<file path="config.mk">
export PLATFORM = sky130hd
export DESIGN_NAME = cheshire_xilinx_rst_seq_flat
export DESIGN_NICKNAME = d
export VERILOG_FILES = /design/src/rtl/cheshire_xilinx_rst_seq_if.sv /design/src/rtl/cheshire_xilinx_rst_seq.sv /design/src/flat_wrapper.sv
export SDC_FILE = /design/constraint.sdc
export NUM_CORES = 1
export LEC_CHECK = 0
export CAP_MARGIN = 20
export CORE_MARGIN = 8
export CORE_UTILIZATION = 59
export DETAILED_ROUTE_END_ITERATION = 16
export PLACE_DENSITY = 0.84
export SKIP_CTS_REPAIR_TIMING = 1
export SLEW_MARGIN = 20
export SYNTH_ARGS = -nofsm -noshare
export SYNTH_HDL_FRONTEND = slang
export SYNTH_SLANG_ARGS = --single-unit
</file>
<file path="constraint.sdc">
create_clock -name clk_i -period 4.45 [get_ports clk_i]
set_input_delay 0.89 -clock clk_i [delete_from_list [all_inputs] [get_ports clk_i]]
set_output_delay 0.89 -clock clk_i [all_outputs]
set_load 0.01 [all_outputs]
</file>
<file path="src/rtl/cheshire_xilinx_rst_seq_if.sv">
// Signal bundle between the Cheshire reset sequencer (slave) and the board/SoC environment (master).
interface cheshire_xilinx_rst_seq_if;
   logic       clk_locked_i;
   logic       calib_done_i;
   logic       sw_rst_req_i;
   logic [1:0] boot_mode_i;
   logic       dram_rst_o;
   logic       usb_rst_no;
   logic       soc_rst_no;
   logic [1:0] boot_mode_o;
   logic [2:0] state_o;
   logic       fail_o;

   modport slave (
      input  clk_locked_i, calib_done_i, sw_rst_req_i, boot_mode_i,
      output dram_rst_o, usb_rst_no, soc_rst_no, boot_mode_o, state_o, fail_o
   );

   modport master (
      output clk_locked_i, calib_done_i, sw_rst_req_i, boot_mode_i,
      input  dram_rst_o, usb_rst_no, soc_rst_no, boot_mode_o, state_o, fail_o
   );
endinterface

</file>
<file path="src/rtl/cheshire_xilinx_rst_seq.sv">
// Bring-up reset sequencer for the Cheshire Xilinx top: lock -> DRAM reset -> calibration -> SoC release.
// Define CHESHIRE_RSTSEQ_CALIB_TIMEOUT_EN to enable the calibration timeout into FAIL.
//
// state      | meaning
// IDLE       | one cycle after reset, all resets asserted
// WAIT_LOCK  | filtering clock-wizard lock
// DRAM_RST   | DRAM wrapper held in reset for a fixed time
// WAIT_CALIB | waiting for MIG calibration
// SOC_HOLD   | DRAM/USB released, SoC held in reset
// RUN        | everything released
// FAIL       | calibration timed out, all resets asserted
module cheshire_xilinx_rst_seq #(
   parameter int unsigned LockFilterCycles = 16,
   parameter int unsigned DramRstCycles    = 100,
   parameter int unsigned SocRstDelay      = 32,
   parameter int unsigned CalibTimeout     = 1048576
) (
   input  logic                              clk_i,
   input  logic                              rst_i,
   cheshire_xilinx_rst_seq_if.slave          rst_if
);

   localparam int unsigned MaxA = (LockFilterCycles > DramRstCycles) ? LockFilterCycles : DramRstCycles;
   localparam int unsigned MaxB = (SocRstDelay > CalibTimeout) ? SocRstDelay : CalibTimeout;
   localparam int unsigned MaxP = (MaxA > MaxB) ? MaxA : MaxB;
   localparam int unsigned CntW = $clog2(MaxP) + 1;

   localparam logic [CntW-1:0] LockLast = CntW'(LockFilterCycles - 1);
   localparam logic [CntW-1:0] DramLast = CntW'(DramRstCycles - 1);
   localparam logic [CntW-1:0] SocLast  = CntW'(SocRstDelay - 1);
   localparam logic [CntW-1:0] CntOne   = CntW'(1);
`ifdef CHESHIRE_RSTSEQ_CALIB_TIMEOUT_EN
   localparam logic [CntW-1:0] CalibLast = CntW'(CalibTimeout - 1);
`endif

   typedef enum logic [2:0] {
      IDLE       = 3'd0,
      WAIT_LOCK  = 3'd1,
      DRAM_RST   = 3'd2,
      WAIT_CALIB = 3'd3,
      SOC_HOLD   = 3'd4,
      RUN        = 3'd5,
      FAIL       = 3'd6
   } state_e;

   state_e            state_q, state_d;
   logic [CntW-1:0]   cnt_q, cnt_d;
   logic [1:0]        boot_q, boot_d;

   logic lock, calib, sw_req;
   assign lock   = rst_if.clk_locked_i;
   assign calib  = rst_if.calib_done_i;
   assign sw_req = rst_if.sw_rst_req_i;

   always_ff @(posedge clk_i) begin
      if (rst_i) begin
         state_q <= IDLE;
         cnt_q   <= '0;
         boot_q  <= '0;
      end else begin
         state_q <= state_d;
         cnt_q   <= cnt_d;
         boot_q  <= boot_d;
      end
   end

   // Counter only advances while staying in a timed state; any transition leaves it at zero.
   always_comb begin
      state_d = state_q;
      cnt_d   = '0;
      boot_d  = boot_q;
      case (state_q)
         IDLE: state_d = WAIT_LOCK;
         WAIT_LOCK: begin
            if (!lock)                 cnt_d   = '0;
            else if (cnt_q == LockLast) state_d = DRAM_RST;
            else                        cnt_d   = cnt_q + CntOne;
         end
         DRAM_RST: begin
            if (!lock)                  state_d = WAIT_LOCK;
            else if (cnt_q == DramLast) state_d = WAIT_CALIB;
            else                        cnt_d   = cnt_q + CntOne;
         end
         WAIT_CALIB: begin
            if (!lock)      state_d = WAIT_LOCK;
            else if (calib) state_d = SOC_HOLD;
`ifdef CHESHIRE_RSTSEQ_CALIB_TIMEOUT_EN
            else if (cnt_q == CalibLast) state_d = FAIL;
            else                         cnt_d   = cnt_q + CntOne;
`endif
         end
         SOC_HOLD: begin
            if (!lock)       state_d = WAIT_LOCK;
            else if (!calib) state_d = DRAM_RST;
            // A request that is still high restarts the hold, so RUN follows only after it drops.
            else if (sw_req) cnt_d   = '0;
            else if (cnt_q == SocLast) begin
               state_d = RUN;
               boot_d  = rst_if.boot_mode_i;
            end else begin
               cnt_d = cnt_q + CntOne;
            end
         end
         RUN: begin
            if (!lock)       state_d = WAIT_LOCK;
            else if (!calib) state_d = DRAM_RST;
            else if (sw_req) state_d = SOC_HOLD;
         end
         FAIL: begin
            if (sw_req) state_d = WAIT_LOCK;
         end
         default: state_d = WAIT_LOCK;
      endcase
   end

   always_comb begin
      rst_if.dram_rst_o = 1'b0;
      rst_if.usb_rst_no = 1'b0;
      rst_if.soc_rst_no = 1'b0;
      case (state_q)
         WAIT_LOCK, DRAM_RST, FAIL: rst_if.dram_rst_o = 1'b1;
         WAIT_CALIB:                rst_if.dram_rst_o = 1'b0;
         SOC_HOLD:                  rst_if.usb_rst_no = 1'b1;
         RUN: begin
            rst_if.usb_rst_no = 1'b1;
            rst_if.soc_rst_no = 1'b1;
         end
         default:                   rst_if.dram_rst_o = 1'b1;
      endcase
   end

   assign rst_if.boot_mode_o = boot_q;
   assign rst_if.state_o     = state_q;
`ifdef CHESHIRE_RSTSEQ_CALIB_TIMEOUT_EN
   assign rst_if.fail_o = (state_q == FAIL);
`else
   assign rst_if.fail_o = 1'b0;
`endif

endmodule

</file>
<file path="src/flat_wrapper.sv">
// flat-port wrapper written by rule: the top's interface ports become plain ports
module cheshire_xilinx_rst_seq_flat 
#(
   parameter int unsigned LockFilterCycles = 16,
   parameter int unsigned DramRstCycles    = 100,
   parameter int unsigned SocRstDelay      = 32,
   parameter int unsigned CalibTimeout     = 1048576
)
  (clk_i, rst_i, rst_if_clk_locked_i, rst_if_calib_done_i, rst_if_sw_rst_req_i, rst_if_boot_mode_i, rst_if_dram_rst_o, rst_if_usb_rst_no, rst_if_soc_rst_no, rst_if_boot_mode_o, rst_if_state_o, rst_if_fail_o);
  cheshire_xilinx_rst_seq_if rst_if_i ();
  input  logic clk_i;
  input  logic rst_i;
  input wire logic [$bits(rst_if_i.clk_locked_i)-1:0] rst_if_clk_locked_i;
  input wire logic [$bits(rst_if_i.calib_done_i)-1:0] rst_if_calib_done_i;
  input wire logic [$bits(rst_if_i.sw_rst_req_i)-1:0] rst_if_sw_rst_req_i;
  input wire logic [$bits(rst_if_i.boot_mode_i)-1:0] rst_if_boot_mode_i;
  output wire logic [$bits(rst_if_i.dram_rst_o)-1:0] rst_if_dram_rst_o;
  output wire logic [$bits(rst_if_i.usb_rst_no)-1:0] rst_if_usb_rst_no;
  output wire logic [$bits(rst_if_i.soc_rst_no)-1:0] rst_if_soc_rst_no;
  output wire logic [$bits(rst_if_i.boot_mode_o)-1:0] rst_if_boot_mode_o;
  output wire logic [$bits(rst_if_i.state_o)-1:0] rst_if_state_o;
  output wire logic [$bits(rst_if_i.fail_o)-1:0] rst_if_fail_o;
  assign rst_if_i.clk_locked_i = rst_if_clk_locked_i;
  assign rst_if_i.calib_done_i = rst_if_calib_done_i;
  assign rst_if_i.sw_rst_req_i = rst_if_sw_rst_req_i;
  assign rst_if_i.boot_mode_i = rst_if_boot_mode_i;
  assign rst_if_dram_rst_o = rst_if_i.dram_rst_o;
  assign rst_if_usb_rst_no = rst_if_i.usb_rst_no;
  assign rst_if_soc_rst_no = rst_if_i.soc_rst_no;
  assign rst_if_boot_mode_o = rst_if_i.boot_mode_o;
  assign rst_if_state_o = rst_if_i.state_o;
  assign rst_if_fail_o = rst_if_i.fail_o;
  cheshire_xilinx_rst_seq #(.LockFilterCycles(LockFilterCycles), .DramRstCycles(DramRstCycles), .SocRstDelay(SocRstDelay), .CalibTimeout(CalibTimeout)) u_core (.clk_i(clk_i), .rst_i(rst_i), .rst_if(rst_if_i));
endmodule
</file>
==> out/results.tsv, run 1 <==
metric	value	unit
run_status	finished, final reports clean	
routed_wirelength	2871	um
vias_per_cell	5.675	
gp_congestion	0.8608	
setup-tns-final	0	ns
num_vias	1203	
detail-route-antenna-nets	0	
postSynthCellCount	171	
die_width	66.07	um
asyncSetResetFlopFracSynth	0	
syn_avg_cell_area	8.649	sq um
core_area	2432	sq um
worst-endpoint-arrival	2.02	ns
syn-num-nets	180	
max_slew_margin	0.5975	
grt.met2_usage	0.2448	
num-fill-cells	202	
cellLeakagePower	0.5559	nW
worstRegToRegCells	5	
finish.net_count	192	
first_global_vias	1145	
placement.setup.worst_slack	1.783	ns
global_route_usage_over_all_layers	0.1351	
globalRoute.totalOverflow	0	
fraction_of_layout_instances_using_a_drive_strength_above_1	0.09341	
synthesis.yosys.warnings	0	
timing_worst_setup_path_type	reg2out	
tightest_slew	0.6025	ns
seq_area	520.5	sq um
worst_slack	1.540	ns
global_route_wire_length_before_repair	4809	um
place.port_buffers	14	
grt_setup_unrepaired	no	
finalCritPeriodShare	0.6538	
synth-seq-cells	26	
timing.final.max_slew_violations	0	
r2r_setup_slk	1.97	ns
multi_input_area	878.3	sq um
initial_antenna_violation_count	0	
timing.final.crit_period	2.910	ns
dieArea	4365	sq um
synth_cell_types	51	
stdcell_area	1663	sq um
hold_viol	0	
required	3.56	ns
routedWlPerCell	13.54	um
pin_count_of_the_biggest_net_entering_global_routing	22	
synth_largest_type_area_fraction	0.3519	
initial_utilization	0.6080	
clock_sink_count	26	
globalRoute.busiestLayer	met2	
drcViolationCount	0	
path_clk_slew	0.14	ns
drt-pass1-iter-count	4	
cts_made_buffers	3	
drtIter0Drc	39	
synth_flop_cell	dfxtp_1	
globalRouteMet1Util	0.1509	
std_cell_rows	18	
yosys-top-cells-area	dfxtp_1, nor2_1, xnor2_1	
cts-root-buf	clkbuf_4	
critical_path.reg2reg.startpoint	u_core.cnt_q[15]$_SDFF_PP0_	
htreeDepth	1	
clk_latency	0.32	ns
post-dp-hpwl	2134	um
reported_max_cap_violation_count	0	
worst_setup_path_endpoint	rst_if_soc_rst_no	
fin_worst_skew	0.004081	ns
finalSetupViolCount	0	
pin_count	16	
clock_tree.buffer_depth	2	
yosys.area.top_type	dfxtp_1	
worst_setup_path_start_kind	register	
path_max_fanout	12	
placedInstanceArea	1610	sq um
reg2reg_to	u_core.rst_if.state_o[2]$_SDFFE_PP0P_	
grtUsageMet3	0.02881	
cts_tree	yes	
power_per_cell_area	334.5	nW/um^2
critical_path_end_type	output port	
max_freq	0.3437	GHz
hold_class	reg2reg	
seq_area_frac_synth	0.3519	
synth_enable_flop_cells	0	
critPathLaunch	u_core.rst_if.state_o[2]$_SDFFE_PP0P_	
die_y	66.07	um
syn_to_final_growth	12.44	%
post_synth_instance_area	1479	sq um
power.ir.vdd_worst	0.0003100	V
number_of_diodes_added_for_antenna_fixing	0	
==> through the flow <==
stage / power (mW) / hold slack (ns) / std cells / utilization
global route: 0.5822 / 0.5027 / 212 / 0.6836
CTS: 0.5590 / 0.4974 / 212 / 0.6836
floorplan: 0.3661 / 0.4299 / 171 / -
finish: 0.5562 / 0.4912 / 212 / 0.6836
global placement: 0.3966 / 0.4437 / 208 / 0.6620
detailed placement: 0.3984 / 0.4720 / 208 / 0.6620
==> metal layers <==
| layer | wire (um) | vias up |
|---|---|---|
| li1 | - | 612 |
| met1 | 1276 | 560 |
| met3 | 160 | 2 |
| met4 | 12 | 0 |
| met5 | 0 | - |
| met2 | 1421 | 29 |
==> synth_stat cells, types with 2 or more instances <==
cell      count
nor2_1       28
dfxtp_1      26
xnor2_1      11
nand3_1       9
inv_1         7
nand2b_1      7
xor2_1        7
nand2_1       5
nor3_1        5
a21oi_1       4
mux2i_1       4
nor4_1        4
and4_1        3
nor2b_1       3
a31oi_1       2
and2b_1       2
and2b_2       2
and3_1        2
buf_2         2
buf_4         2
ha_1          2
nand4_1       2
nor4_4        2
o21ai_0       2
o21bai_1      2
==> placed cells by master (no fill, tap or decap), types with 3 or more instances in the layout <==
| cell type | synthesis | routed |
|---|---|---|
| xnor2_1 | 11 | 11 |
| mux2i_1 | 4 | 4 |
| a21oi_1 | 4 | 4 |
| xor2_1 | 7 | 7 |
| and4_1 | 3 | 3 |
| nand2_1 | 5 | 5 |
| nor4_1 | 4 | 4 |
| nor2b_1 | 3 | 3 |
| inv_1 | 7 | 7 |
| nor3_1 | 5 | 5 |
| clkdlybuf4s50_1 | 1 | 14 |
| nand2b_1 | 7 | 7 |
| nor2_1 | 28 | 28 |
| clkbuf_4 | 0 | 3 |
| nand3_1 | 9 | 9 |
| dfxtp_1 | 26 | 26 |
==> layout make-up <==
class,count,area share
Multi-Input combinational cell,130,0.5282
Sequential cell,26,0.3130
Timing Repair Buffer,15,0.08879
Tap cell,30,0.02257
Clock inverter,1,0.01806
Inverter,7,0.01580
Clock buffer,3,0.01354
==> worst min-delay path by stage <==
stage | cells past startpoint | endpoint | startpoint
after floorplan | 1 | u_core.cnt_q[0]$_SDFF_PP0_ | u_core.cnt_q[0]$_SDFF_PP0_
after global placement | 1 | u_core.cnt_q[0]$_SDFF_PP0_ | u_core.cnt_q[0]$_SDFF_PP0_
after detailed placement | 1 | u_core.cnt_q[0]$_SDFF_PP0_ | u_core.cnt_q[0]$_SDFF_PP0_
after CTS | 1 | u_core.cnt_q[0]$_SDFF_PP0_ | u_core.cnt_q[0]$_SDFF_PP0_
after global routing | 1 | u_core.cnt_q[0]$_SDFF_PP0_ | u_core.cnt_q[0]$_SDFF_PP0_
final | 1 | u_core.cnt_q[0]$_SDFF_PP0_ | u_core.cnt_q[0]$_SDFF_PP0_
==> worst max-delay path: stages, from the launching register on <==
cell,delay (ns)
dfxtp_1,0.56
nor2b_1,0.42
and2_1,0.19
clkdlybuf4s50_1,0.54
==> kinds of logic (layout without fill, tap and decap cells) <==
family	Yosys count	in the layout	synth area share
xor gates and xnor gates	18	18	0.1066
adders and majority gates	2	2	0.01692
buffers and inverters	15	26	0.05414
and+or+nand+nor	85	85	0.3367
AOI/OAI and AO/OA	19	19	0.09391
other	1	1	0.002536
DFF	26	26	0.3519
muxes	5	5	0.03722
==> power by group <==
part           total [mW]  internal [mW]  switching (mW)
Combinational       0.132         0.0691          0.0627
Clock               0.162         0.0911          0.0704
Sequential          0.263          0.241          0.0219
==> sequential cells by signal, indices dropped and copies added, names as in the netlist <==
name	cells
u_core.rst_if.boot_mode_o	2
u_core.cnt_q	21
u_core.rst_if.state_o	3
(Power assumes the default switching activity.)
==> inputs of run 2 (changes only) <==
--- a/config.mk
+++ b/config.mk
@@ -7,9 +7,9 @@
 export LEC_CHECK = 0
 export CAP_MARGIN = 20
 export CORE_MARGIN = 8
-export CORE_UTILIZATION = 59
+export CORE_UTILIZATION = 55
 export DETAILED_ROUTE_END_ITERATION = 16
-export PLACE_DENSITY = 0.84
+export PLACE_DENSITY = 0.79
 export SKIP_CTS_REPAIR_TIMING = 1
 export SLEW_MARGIN = 20
 export SYNTH_ARGS = -nofsm -noshare
==> constraint.sdc (replaced) <==
create_clock -name clk_i -period 2.8 [get_ports clk_i]
set_input_delay 0.56 -clock clk_i [delete_from_list [all_inputs] [get_ports clk_i]]
set_output_delay 0.56 -clock clk_i [all_outputs]
set_load 0.01 [all_outputs]
==> run 2 against run 1 <==
First-iteration DRC count grew 97%. Global-route usage up 0.12 points. Non-clock buffer count is the same. Largest power group unchanged. Critical path type unchanged. Hold slack worse by 0.013 ns. Routed wire length rose by 0.94%. Highest routed layer unchanged. Combinational power grew 61%. Largest cell class unchanged. Utilization is 6.5 points lower.
==> out/results.tsv, run 2 (synthesis gave the netlist of run 1 again) <==
metric	value	unit	change
run_status	finished, final reports clean		
fraction_of_layout_instances_using_a_drive_strength_above_1	0.09341		unchanged
worst_slack	0.2613	ns	-1.279 ns
cts_tree	yes		
largest_register	u_core.cnt_q		
critical_path_end_type	output port		
drcViolationCount	0		unchanged
routedWlPerCell	13.61	um	+0.47%
finalSetupViolCount	0		unchanged
max_slew_margin	0.6578		+0.06032
worst-endpoint-arrival	1.98	ns	-0.04 ns
routed_wirelength	2898	um	+0.94%
pin_count_of_the_biggest_net_entering_global_routing	22		unchanged
power.ir.vdd_worst	0.0004819	V	+55%
reported_max_cap_violation_count	0		unchanged
clk_latency	0.31	ns	about the same
initial_antenna_violation_count	0		unchanged
cells_along_the_critical_path	nor2b_1 -> and2_1 -> clkdlybuf4s50_1		
post-route-util	0.6189		-0.06475
hold_viol	0		unchanged
number_of_diodes_added_for_antenna_fixing	0		unchanged
syn_to_final_growth	11.42	%	
first_global_vias	1229		+7.3%
clock_tree.buffer_depth	2		unchanged
vias_per_cell	5.657		-0.30%
max_freq	0.3939	GHz	
cp_peak_stage_delay	0.55	ns	about the same
path_max_fanout	12		unchanged
critical-path-slowest-cell	dfxtp_1		
global_route_usage_over_all_layers	0.1362		+0.001157
cts-root-buf	clkbuf_4		
timing_worst_setup_path_type	reg2out		
grt_setup_unrepaired	no		
std_cell_rows	19		+1
timing.final.crit_period	2.539	ns	
hold_class	reg2reg		
path_clk_slew	0.13	ns	about the same
place.port_buffers	14		unchanged
dieArea	4604	sq um	+5.5%
die_width	67.86	um	+2.7%
setup-tns-final	0	ns	unchanged
post-dp-hpwl	2258	um	+5.8%
worst_setup_path_start_kind	register		
timing.final.max_slew_violations	0		unchanged
largest_register_ff_count	21		unchanged
layout.cells.non_filler	213		+0.47%
fin_worst_skew	0.009671	ns	+0.005590 ns
layout.cells.most_common	nor2_1		
cellLeakagePower	0.5489	nW	-1.2%
die_y	67.86	um	+2.7%
worst_hold_slack	0.4781	ns	-0.01309 ns
detail-route-antenna-nets	0		unchanged
globalRoute.totalOverflow	0		unchanged
cts_made_buffers	3		unchanged
core_area	2663	sq um	+9.5%
global_route_wire_length_before_repair	5092	um	+5.9%
finish.net_count	192		unchanged
tightest_slew	0.5122	ns	-0.09028 ns
placement.setup.worst_slack	0.4379	ns	-1.345 ns
final_cell_mix	nor2_1, dfxtp_1, clkdlybuf4s50_1, xnor2_1, nand3_1		
pin_count	16		unchanged
num_vias	1205		+0.17%
numPlacedInstances	209		+0.48%
finalCritPeriodShare	0.9067		
initial_utilization	0.5555		-0.05257
htreeDepth	1		unchanged
clock_sink_count	26		unchanged
required	2.24	ns	-1.32 ns
drtIter0Drc	77		+97%
drt-pass1-iter-count	4		unchanged
power_per_cell_area	492.7	nW/um^2	+47%
gp_congestion	0.8170		-5.1%
==> run 2: cell types whose count changed in the layout (fill, tap and decap cells not counted) <==
cell,delta
clkbuf_8,+1
bufinv_16,-1
==> run 2: path summary, 6_finish.rpt <==
kind                                         startpoint                                     to  slack (ns)  depth (start not counted)
setup reg to reg            u_core.cnt_q[15]$_SDFF_PP0_  u_core.rst_if.state_o[2]$_SDFFE_PP0P_        0.47                          5
setup / recovery  u_core.rst_if.state_o[2]$_SDFFE_PP0P_                      rst_if_soc_rst_no        0.26                          3
hold reg to reg              u_core.cnt_q[0]$_SDFF_PP0_             u_core.cnt_q[0]$_SDFF_PP0_        0.48                          1
hold / removal               u_core.cnt_q[0]$_SDFF_PP0_             u_core.cnt_q[0]$_SDFF_PP0_        0.48                          1
==> run 2: worst max-delay path: cells and delay by family, from the launching register on <==
kind	cells	cell delay (ns)
AND/OR/NAND/NOR	2	0.59
buffers and inverters	1	0.53
flip-flops	1	0.55
==> run 2: through the flow <==
stage / total power [mW] / area [sq um]
2_1_floorplan: 0.5819 / 1479
3_3_place_gp: 0.6319 / 1612
3_5_place_dp: 0.6394 / 1612
4_1_cts: 0.8207 / 1648
5_1_grt: 0.8614 / 1648
6_report: 0.8120 / 1648
==> run 2: routing by layer <==
metal,global-route usage,vias up,wire (um)
met2,0.2521,24,1481
met5,0,-,0
li1,-,608,-
met4,0.05371,0,40
met1,0.1455,567,1206
met3,0.03273,6,169
==> run 2: final cells by class <==
| type | count | area, sq um |
|---|---|---|
| clock buffers | 4 | 36.28 |
| multi-input cells | 130 | 878.3 |
| repair buffers | 15 | 147.6 |
| flip-flops and latches | 26 | 520.5 |
| fillers | 250 | 1015 |
| well taps | 31 | 38.79 |
| inverters | 7 | 26.28 |
==> run 2: where the power goes <==
group / leakage, nW / internal, mW / switching, mW / total, mW
sequential: 0.210 / 0.383 / 0.0359 / 0.419
clock: 0.0210 / 0.0793 / 0.101 / 0.180
combinational: 0.318 / 0.110 / 0.103 / 0.213
==> inputs of run 3 (changes only) <==
==> constraint.sdc (replaced) <==
create_clock -name clk_i -period 2.53 [get_ports clk_i]
set_input_delay 0.253 -clock clk_i [delete_from_list [all_inputs] [get_ports clk_i]]
set_output_delay 0.253 -clock clk_i [all_outputs]
set_load 0.01 [all_outputs]
==> run 3 against run 2 <==
Hold slack better by 0.0091 ns. Combinational power increased by 9.4%. Routed wire length is 0.48% higher. First-iteration DRC count up 13%. Critical endpoint is now u_core.rst_if.state_o[2]$_SDFFE_PP0P_. Clock skew grew 0.0017 ns. Critical path type is now reg2reg.
==> out/results.tsv, run 3 (synthesis gave the netlist of run 1 again) <==
metric	value	unit	change
pin_count_of_the_biggest_net_entering_global_routing	22		unchanged
reported_max_cap_violation_count	0		unchanged
power.share.sequential	0.474		-0.042
globalRoute.totalOverflow	0		unchanged
timing.final.max_slew_violations	0		unchanged
finalCritPeriodShare	0.9227		
routedWlPerCell	13.61	um	about the same
routed_wirelength	2912	um	+0.48%
cts-root-buf	clkbuf_4		
place.port_buffers	14		unchanged
sw_frac_of_total	0.2752		-0.01993
initial_utilization	0.5555		unchanged
stdcell_area	1672	sq um	+1.4%
gp_congestion	0.8893		+8.8%
finish.net_count	193		+0.52%
power.ir.vdd_worst	0.0005280	V	+9.6%
finalSetupViolCount	0		unchanged
p_switching	0.2679	mW	+12%
grt_setup_unrepaired	no		
die_y	67.86	um	unchanged
placedInstanceArea	1619	sq um	+0.47%
drt-pass1-iter-count	4		unchanged
worst_hold_slack	0.4873	ns	+0.009124 ns
critical_path_end_type	register		
vias_per_cell	5.650		-0.14%
required	2.76	ns	+0.52 ns
post-route-util	0.6278		+0.008929
numPlacedInstances	210		+0.48%
largest_register_ff_count	21		unchanged
number_of_diodes_added_for_antenna_fixing	0		unchanged
clock_tree.buffer_depth	2		unchanged
first_global_vias	1182		-3.8%
drtIter0Drc	87		+13%
die_width	67.86	um	unchanged
num_vias	1209		+0.33%
fraction_of_layout_instances_using_a_drive_strength_above_1	0.09836		+0.004954
clock_share_of_power	0.286		+0.064
setup-tns-final	0	ns	unchanged
layout.cells.non_filler	214		+0.47%
core_area	2663	sq um	unchanged
clock_sink_count	26		unchanged
timing.final.crit_period	2.334	ns	
worst_setup_path_start_kind	register		
global_route_wire_length_before_repair	4940	um	-3.0%
cts_tree	yes		
power_per_cell_area	582.2	nW/um^2	+18%
run_status	finished, final reports clean		
final_cell_mix	nor2_1, dfxtp_1, clkdlybuf4s50_1, xnor2_1, nand3_1		
max_freq	0.4284	GHz	
dieArea	4604	sq um	unchanged
initial_antenna_violation_count	0		unchanged
timing_worst_setup_path_type	reg2reg		
drcViolationCount	0		unchanged
largest_register	u_core.cnt_q		
hold_viol	0		unchanged
cts_made_buffers	3		unchanged
clk_latency	0.32	ns	about the same
internal-power	0.7054	mW	+23%
std_cell_rows	19		unchanged
global_route_usage_over_all_layers	0.1336		-0.002646
worst_slack	0.1956	ns	-0.06569 ns
layout.cells.most_common	nor2_1		
syn_to_final_growth	13.03	%	
worst-endpoint-arrival	2.56	ns	+0.58 ns
power.share.combinational	0.239		-0.023
hold_class	reg2reg		
fin_worst_skew	0.01136	ns	+0.001688 ns
path_clk_slew	0.14	ns	about the same
placement.setup.worst_slack	0.2001	ns	-0.2378 ns
path_max_fanout	6		-6
cellLeakagePower	0.5613	nW	+2.3%
detail-route-antenna-nets	0		unchanged
pin_count	16		unchanged
post-dp-hpwl	2222	um	-1.6%
post-layout-total-power	0.9732	mW	+20%
htreeDepth	1		unchanged
[run 3: changes by cell type in the layout (fill, tap and decap cells not counted), sizes merged]
cell,change
buf,+1
clkbuf,-1
bufinv,+1
[run 3: power by group through the flow]
stage	clock [mW]	combinational, mW	sequential [mW]
floorplan	0	0.195	0.449
global placement	0	0.228	0.470
detailed placement	0	0.235	0.470
CTS	0.290	0.235	0.461
global route	0.301	0.251	0.468
finish	0.279	0.233	0.462
[run 3: routing by layer]
layer  global-route usage  part of all wire
met5                    0                 0
met4              0.04348            0.0058
met3              0.02128             0.047
met2               0.2521              0.51
met1               0.1485              0.44
[run 3: area by class of cell]
cell class,instances,area (sq um)
clock buffers,3,22.52
multi-input cells,130,878.3
clock inverters,1,30.03
repair buffers,16,155.1
flip-flops and latches,26,520.5
well taps,31,38.79
fillers,230,991.0
inverters,7,26.28
[run 3: final timing paths]
kind	start	end	slack (ns)	cells after the start
setup / recovery	u_core.cnt_q[11]$_SDFF_PP0_	u_core.rst_if.state_o[2]$_SDFFE_PP0P_	0.20	5
hold / removal	u_core.cnt_q[0]$_SDFF_PP0_	u_core.cnt_q[0]$_SDFF_PP0_	0.49	1
setup reg to reg	u_core.cnt_q[11]$_SDFF_PP0_	u_core.rst_if.state_o[2]$_SDFFE_PP0P_	0.20	5
hold reg to reg	u_core.cnt_q[0]$_SDFF_PP0_	u_core.cnt_q[0]$_SDFF_PP0_	0.49	1
[run 3: worst max-delay path: stages (launching register included)]
cell     delay [ns]
dfxtp_1        0.37
or4_4          0.56
nor4_4         0.37
a31oi_2        0.20
nor4_4         0.41
mux2_4         0.33
